### config.mk
export PLATFORM = sky130hd
export DESIGN_NAME = fetch_unit
export DESIGN_NICKNAME = d
export VERILOG_FILES = /design/src/rtl/fetch_pkg.sv /design/src/rtl/fetch_npc_sel.sv /design/src/rtl/fetch_unit.sv
export SDC_FILE = /design/constraint.sdc
export NUM_CORES = 1
export LEC_CHECK = 0
export CAP_MARGIN = 20
export CORE_MARGIN = 3
export CORE_UTILIZATION = 40
export CTS_BUF_LIST = sky130_fd_sc_hd__clkbuf_16
export CTS_CLUSTER_DIAMETER = 200
export DETAILED_ROUTE_END_ITERATION = 7
export GPL_ROUTABILITY_DRIVEN = 0
export PLACE_DENSITY = 0.77
export SETUP_SLACK_MARGIN = 0.1
export SYNTH_ARGS = -nofsm -noshare
export SYNTH_HDL_FRONTEND = slang
export SYNTH_HIERARCHICAL = 1
export SYNTH_SLANG_ARGS = --single-unit
### constraint.sdc
create_clock -name clock -period 4.27 [get_ports clock]
set_clock_uncertainty 0.15 [all_clocks]
set_input_delay 0.854 -clock clock [delete_from_list [all_inputs] [get_ports clock]]
set_output_delay 0.854 -clock clock [all_outputs]
set_load 0.1 [all_outputs]
### src/rtl/fetch_pkg.sv
// Shared types and constants for the instruction-fetch stage.
package fetch_pkg;

    typedef enum logic [1:0] {
        ST_IDLE = 2'd0,
        ST_REQ  = 2'd1,
        ST_WAIT = 2'd2,
        ST_HOLD = 2'd3
    } fetch_state_t;

    localparam logic [31:0] RESET_PC_DEFAULT = 32'h8002_0000;
    localparam logic [31:0] PC_STEP          = 32'd4;
    // Instruction word presented alongside a misaligned-fetch fault.
    localparam logic [31:0] FAULT_INST       = 32'h0;

endpackage

### src/rtl/fetch_npc_sel.sv
// Next-PC selection: drives the PC register input every cycle.
module fetch_npc_sel
    import fetch_pkg::*;
#(
    parameter logic [31:0] RESET_PC = RESET_PC_DEFAULT
) (
    input  fetch_state_t state,
    input  logic         transfer,
    input  logic         redirect_valid,
    input  logic [31:0]  redirect_pc,
    input  logic [31:0]  currentpc,
    output logic [31:0]  nextpc
);

    // Priority: reset vector, then redirect, then sequential advance, else hold.
    always_comb begin
        // NOTE: default assignment first so no path leaves nextpc unassigned (no latch).
        nextpc = currentpc;
        if (state == ST_IDLE) begin
            nextpc = RESET_PC;
        end else if (redirect_valid) begin
            nextpc = redirect_pc;
        end else if (transfer) begin
            nextpc = currentpc + PC_STEP;  // wraps modulo 2^32
        end
    end

endmodule

### src/rtl/fetch_unit.sv
// Instruction-fetch stage: one outstanding imem read, single-entry output
// buffer to decode, and the nextpc feedback into the PC register.
module fetch_unit
    import fetch_pkg::*;
#(
    parameter logic [31:0] RESET_PC = RESET_PC_DEFAULT
) (
    input  logic        clock,
    input  logic        reset,
    input  logic [31:0] currentpc,
    output logic [31:0] nextpc,
    output logic        imem_req,
    output logic [31:0] imem_addr,
    input  logic        imem_gnt,
    input  logic        imem_rvalid,
    input  logic [31:0] imem_rdata,
    input  logic        redirect_valid,
    input  logic [31:0] redirect_pc,
    output logic        out_valid,
    input  logic        out_ready,
    output logic [31:0] out_inst,
    output logic [31:0] out_pc,
    output logic        out_fault
);

    fetch_state_t state;
    logic         drop;      // in-flight response belongs to a flushed path
    logic         misaligned;
    logic         transfer;

    assign misaligned = (currentpc[1:0] != 2'b00);
    assign imem_addr  = currentpc;
    // Reset forces state to IDLE asynchronously, so the request drops with it.
    assign imem_req   = (state == ST_REQ) && !misaligned && !redirect_valid;
    // A redirect flushes decode in the same cycle, so it cancels a handshake.
    assign transfer   = (state == ST_HOLD) && out_ready && !redirect_valid;

    fetch_npc_sel #(
        .RESET_PC (RESET_PC)
    ) u_npc_sel (
        .state          (state),
        .transfer       (transfer),
        .redirect_valid (redirect_valid),
        .redirect_pc    (redirect_pc),
        .currentpc      (currentpc),
        .nextpc         (nextpc)
    );

    // Fetch FSM plus the registered output buffer towards decode.
    always_ff @(posedge clock or posedge reset) begin
        if (reset) begin
            // NOTE: non-blocking assignments for all state so every register samples pre-edge values.
            state     <= ST_IDLE;
            drop      <= 1'b0;
            out_valid <= 1'b0;
            out_inst  <= '0;
            out_pc    <= '0;
            out_fault <= 1'b0;
        end else begin
            case (state)
                ST_IDLE: begin
                    state <= ST_REQ;
                end
                ST_REQ: begin
                    if (!redirect_valid) begin
                        if (misaligned) begin
                            state     <= ST_HOLD;
                            out_valid <= 1'b1;
                            out_inst  <= FAULT_INST;
                            out_fault <= 1'b1;
                            out_pc    <= currentpc;
                        end else if (imem_gnt) begin
                            state  <= ST_WAIT;
                            out_pc <= currentpc;
                        end
                    end
                end
                ST_WAIT: begin
                    if (imem_rvalid) begin
                        if (redirect_valid || drop) begin
                            // Stale response: discard and refetch from the current PC.
                            drop  <= 1'b0;
                            state <= ST_REQ;
                        end else begin
                            state     <= ST_HOLD;
                            out_inst  <= imem_rdata;
                            out_fault <= 1'b0;
                            out_valid <= 1'b1;
                        end
                    end else if (redirect_valid) begin
                        drop <= 1'b1;
                    end
                end
                ST_HOLD: begin
                    if (redirect_valid || out_ready) begin
                        out_valid <= 1'b0;
                        state     <= ST_REQ;
                    end
                end
                default: begin
                    state <= ST_IDLE;
                end
            endcase
        end
    end

endmodule

Word-level counts from Yosys, hierarchy flattened
Index checks and enable logic that the tools add are counted.
{"block": "totals", "inputBits": 102, "register_bits": 69}
{"block": "classes", "muxes": 29, "reduce_logical": 19, "bitwise": 1, "n_eq_ne": 10, "n_addsub": 1}
{"op": "$mux W32", "count": 9}
{"op": "$pmux W32 S2", "count": 1}
{"op": "$add A32 B3 Y32 const B", "count": 1}
{"op": "$mux W2", "count": 6}
{"op": "$mux W1", "count": 10}
{"op": "$ne A2 B2 Y1 const B", "count": 4}
{"op": "$pmux W2 S4", "count": 1}
{"op": "$reduce_bool A2 Y1", "count": 4}
{"op": "$reduce_and A3 Y1", "count": 2}
{"op": "$reduce_and A6 Y1", "count": 1}
{"op": "$reduce_and A5 Y1", "count": 1}
{"op": "$eq A2 B2 Y1 const B", "count": 2}
{"op": "$logic_and A1 B1 Y1", "count": 4}
{"op": "$ne A2 B1 Y1 const B", "count": 2}
{"op": "$reduce_and A4 Y1", "count": 1}
{"op": "$ne A3 B3 Y1 const B", "count": 1}
{"op": "$pmux W1 S3", "count": 1}
{"op": "$reduce_bool A3 Y1", "count": 1}
{"op": "$eq A2 B1 Y1 const B", "count": 1}
{"op": "$logic_not A1 Y1", "count": 2}
{"op": "$logic_not A2 Y1", "count": 1}
{"op": "$logic_or A1 B1 Y1", "count": 2}
{"op": "$pmux W1 S2", "count": 1}
{"op": "$not A1 Y1", "count": 1}

Logic depth before layout (Yosys ltp)
{"block": "depth", "ltp_word": 6, "ltp_mapped": 9, "depth_no_buf": 7}

Hierarchy
Netlist, hierarchy kept.
{"module": "fetch_unit", "instances": 1, "seq_area_each_um2": 1726.7, "cells_per_inst": 280, "area_per_inst_um2": 3311.9}
{"module": "fetch_npc_sel", "instances": 1, "seq_area_each_um2": 0.0, "cells_per_inst": 193, "area_per_inst_um2": 1151.1}

Least setup slack after synthesis
No wires, ideal clock.
{"block": "synth_timing", "path_kind": "input to output", "start": "input redirect_valid", "end": "output nextpc[29]", "n_path_buf": 2, "t_arrival_ns": 4.871, "path_slack_ns": -1.605, "required_ns": 3.266, "path_stages": 7, "cell_sequence": "buf_2 -> nor3b_1 -> clkbuf_1 -> nand3_1 -> or4_4 -> or4_1 -> a311oi_1"}
{"block": "synth_between", "elab_chain_cells": 5}
{"item": "start, declared", "line_no": "fetch_unit.sv:17", "source": "input logic redirect_valid,"}
{"item": "$logic_not A1 Y1"}
{"item": "$logic_and A1 B1 Y1", "line_no": "fetch_unit.sv:36", "source": "assign transfer = (state == ST_HOLD) && out_ready && !redirect_valid;"}
{"item": "via transfer", "line_no": "fetch_unit.sv:29", "source": "logic transfer;"}
{"item": "$mux W32", "line_no": "fetch_npc_sel.sv:23", "source": "end else if (transfer) begin"}
{"item": "$mux W32", "line_no": "fetch_npc_sel.sv:21", "source": "end else if (redirect_valid) begin"}
{"item": "$mux W32", "line_no": "fetch_npc_sel.sv:19", "source": "if (state == ST_IDLE) begin"}
{"item": "end, declared", "line_no": "fetch_unit.sv:11", "source": "output logic [31:0] nextpc,"}
The timed path passes the listed nets, and every way through them passes these cells.

Final worst setup path
{"block": "layout_timing", "start": "input currentpc[5]", "end": "output nextpc[29]"}
{"block": "layout_between", "elab_chain_cells": 4}
{"item": "start, declared", "line_no": "fetch_unit.sv:10", "source": "input logic [31:0] currentpc,"}
{"item": "$add A32 B3 Y32", "line_no": "fetch_npc_sel.sv:24", "source": "nextpc = currentpc + PC_STEP;"}
{"item": "$mux W32", "line_no": "fetch_npc_sel.sv:23"}
{"item": "$mux W32", "line_no": "fetch_npc_sel.sv:21"}
{"item": "$mux W32", "line_no": "fetch_npc_sel.sv:19"}
Every way passes these cells.

==> flow_summary_export.csv <==
group,metric,value,unit
detailed_routing,vias,4530,
detailed_routing,via_per_inst,5.43,
pwr,internal_power,2.66,mW
sta,hold_viol,0,
clock_tree,htree_levels,3,
worst_setup_path,crit_family,"simple AND/OR/NAND/NOR gates",
clock_tree,clk_path_buf_depth,2,
die,io_pins,233,
placement,hpwl,11.8,mm
die,initial_core_util,42.1,%
global_route,first_global_vias,4653,
worst_setup_path,cp.arrival,3.11,ns
detailed_routing,drt_first_iter_violations,253,
synth,synth_area_leaders,"dfrtp_1 39%, mux2_2 8.3%, buf_4 6.1%",
detailed_routing,totalWireLength,15.4,mm
sta,slew_headroom,30.9,%
sta,fin_crit_sh,96.3,%
synth,synth_area_leader_cell,"dfrtp_1",
clock_tree,cts-buffers-inserted,9,
worst_setup_path,path_buf_inv,2,
flow_run,drv_cap,0,
clock_tree,clkTransAtPathRegs,0.06,ns
outcome,status,"finished, final reports clean",
sta,setup_viol_count_final,0,
synth,syn_area,4460,sq um
synth,synth_ff_type,"dfrtp_1",
global_route,antenna_found_initial,0,
synth,synth.distinct_cells,48,
layout,syn2layout_area_growth,70.6,%
pwr,p_switching,4.03,mW
clock_tree,cts_tree,"built",
synth,seq_area_frac_synth,38.7,%
worst_setup_path,crit_type,"in -> out",
pwr,p_seq_share,16.3,%
global_route,grt_max_degree,67,
clock_tree,postCtsHoldBufs,0,
sta,setup_slack,0.158,ns
die,die_w,112,microns
layout,layout_commonest_cell,"clkdlybuf4s50_1",
sta,rsz0062_at_grt,"no",
global_route,grt.overflow.total,0,
synth,yosys_warnings,6,
layout,drive_above_1_share,35.2,%
pwr,pwr-share-comb,72.2,%
pwr,p_clk_share,11.5,%
die,dieHeight,112,microns
detailed_routing,final_antenna_net_count,0,
clock_tree,cts_sinks,69,
sta,max_freq,243,MHz
pwr,p_leak,3.05,nW
layout,n_antenna_cell,0,
worst_setup_path,cp-start-kind,"input port",
pwr,p_sw_share,60.2,%
worst_setup_path,slowest_stage,"or4_4",
worst_setup_path,slowest_delay,0.56,ns
sta,period_minus_slack,4.11,ns
synth,syn_inst,473,
detailed_routing,firstDrtPassIters,5,
clock_tree,clock_latency,0.33,ns
synth,avgSynthCellArea,9.44,sq um
detailed_routing,drc,0,
global_route,grt_pass1_wl,24.9,mm
worst_setup_path,worst_path_most_repeated_cell,"or4_4",
sta,worst_pin_slew,1.03,ns
sta,slew_violations,0,
synth,synth_top_cell_area_share,38.7,%
pwr,vdd_drop_max,507,uV
detailed_routing,drt-wirelength-per-cell,18.5,microns
die,dieArea,12500,sq um
placement,portBuffers,232,
global_route,grt_use_total,24.3,%
die,row_count,37,
worst_setup_path,crit_path_end_kind,"output pin",
synth,ys_seq_elements,69,
pwr,power_density,879,nW/um^2
worst_setup_path,crit_chain,"clkdlybuf4s50_1, nand4_4, or4_4, or4_4, a311oi_4, buf_12",
synth,async_reset_ff_share,100,%
die,core_area,10600,sq um
layout,nets,803,
placement,pre_cts_ws,-0.121,ns
sta,setup-tns-final,0,ns
synth,synth_edf_count,0,
worst_setup_path,required,3.27,ns
layout,layout_common_cells,"163 x clkdlybuf4s50_1, 69 x dfrtp_1, 69 x buf_4",
synth,syn-num-nets,582,
worst_setup_path,path_max_fanout,3,
min_path,hp-class,"reg -> reg",
clock_tree,cts_root_buffer,"clkbuf_16",
==> path summary, 6_finish.rpt <==
check	cells after the start	slack, ns	from	end
min	2	0.33	out_inst[19]	out_inst[19]
max in group asynchronous	3	2.35	reset	out_pc[10]
max	6	0.16	currentpc[5]	nextpc[29]
min in group asynchronous	2	0.85	reset	out_inst[19]
max reg2reg	8	2.00	state[0]	out_inst[12]
min reg2reg	2	0.33	out_inst[19]	out_inst[19]
==> sequential cells by signal, summed over array words and instances, names as in the netlist <==
register and flops:
out_inst 32, out_pc 32, out_fault 1, out_valid 1, drop 1, state 2
==> final cells by class <==
class | instances | area (sq um)
inverters | 6 | 22.5
flip-flops and latches | 69 | 1730
clock buffers | 9 | 225
multi-input cells | 337 | 2490
fillers | 780 | 2990
repair buffers | 271 | 2900
well taps | 136 | 170
clock inverters | 7 | 80.1
==> metrics by stage <==
| step | std cells | area (sq um) | power, mW | hold WS (ns) | util (%) |
|---|---|---|---|---|---|
| after floorplan | 473 | 4630 | 4.73 | 0.377 | - |
| after global placement | 818 | 7260 | 5.86 | 0.312 | 68.4 |
| after detailed placement | 818 | 7260 | 5.94 | 0.314 | 68.4 |
| after CTS | 834 | 7570 | 6.73 | 0.329 | 71.5 |
| after global routing | 835 | 7620 | 6.93 | 0.363 | 71.8 |
| final | 835 | 7620 | 6.70 | 0.327 | 71.8 |
==> worst reg2reg max path: stages (launching register included) <==
cell       delay, ns
dfrtp_1         0.44
inv_1           0.17
ha_1            0.16
buf_4           0.35
nand2b_1        0.18
o2111ai_4       0.13
buf_12          0.34
nand2_1         0.17
o21ai_1         0.09
==> power by group through the flow <==
stage	registers (mW)	clock network, mW	logic, mW
after global placement	1.08	0	4.79
after floorplan	2.94	0	1.78
final	1.09	0.770	4.84
after CTS	1.09	0.783	4.85
after detailed placement	1.10	0	4.84
after global routing	1.13	0.812	4.99
==> logic make-up after synthesis <==
family                   count (synthesis)  synth area share (%)
AND/OR/NAND/NOR                        178                  21.5
AO/OA/AOI/OAI                          101                  15.4
flip-flops                              69                  38.7
buffers and inverters                   67                  10.5
multiplexers                            37                  9.22
XOR/XNOR                                14                  2.75
adder cells (fa/ha/maj)                  7                  1.96
==> timing repair <==
item                                    4_1_cts  5_1_grt
hold endpoints to repair                      0        0
pin swaps                                     5        4
setup buffers                                 0        1
endpoints found under the setup margin        6        5
gates resized for setup                       3       10
==> layer usage <==
metal	vias up	GRT usage (%)	routed length, microns
met4	0	7.46	339
met5	-	0	0
met1	2190	27.8	5850
li1	2115	-	-
met2	202	43.4	8010
met3	23	7.50	1250
==> Yosys cell counts, drive strengths merged (2+ instances only) <==
| cell type | instances |
|---|---|
| nand2 | 89 |
| dfrtp | 69 |
| o21ai | 55 |
| buf | 43 |
| mux2 | 33 |
| clkbuf | 18 |
| a21oi | 17 |
| nand3 | 15 |
| nor2 | 14 |
| or4 | 14 |
| nand4 | 12 |
| o31ai | 10 |
| xnor2 | 10 |
| nor3 | 8 |
| a31oi | 7 |
| ha | 7 |
| and4 | 6 |
| inv | 6 |
| nor4 | 5 |
| and3 | 4 |
| mux2i | 4 |
| xor2 | 4 |
| a311oi | 3 |
| a32oi | 3 |
| nor3b | 3 |
| a211oi | 2 |
| nor2b | 2 |
No activity file was read; power rests on OpenSTA's default activity.
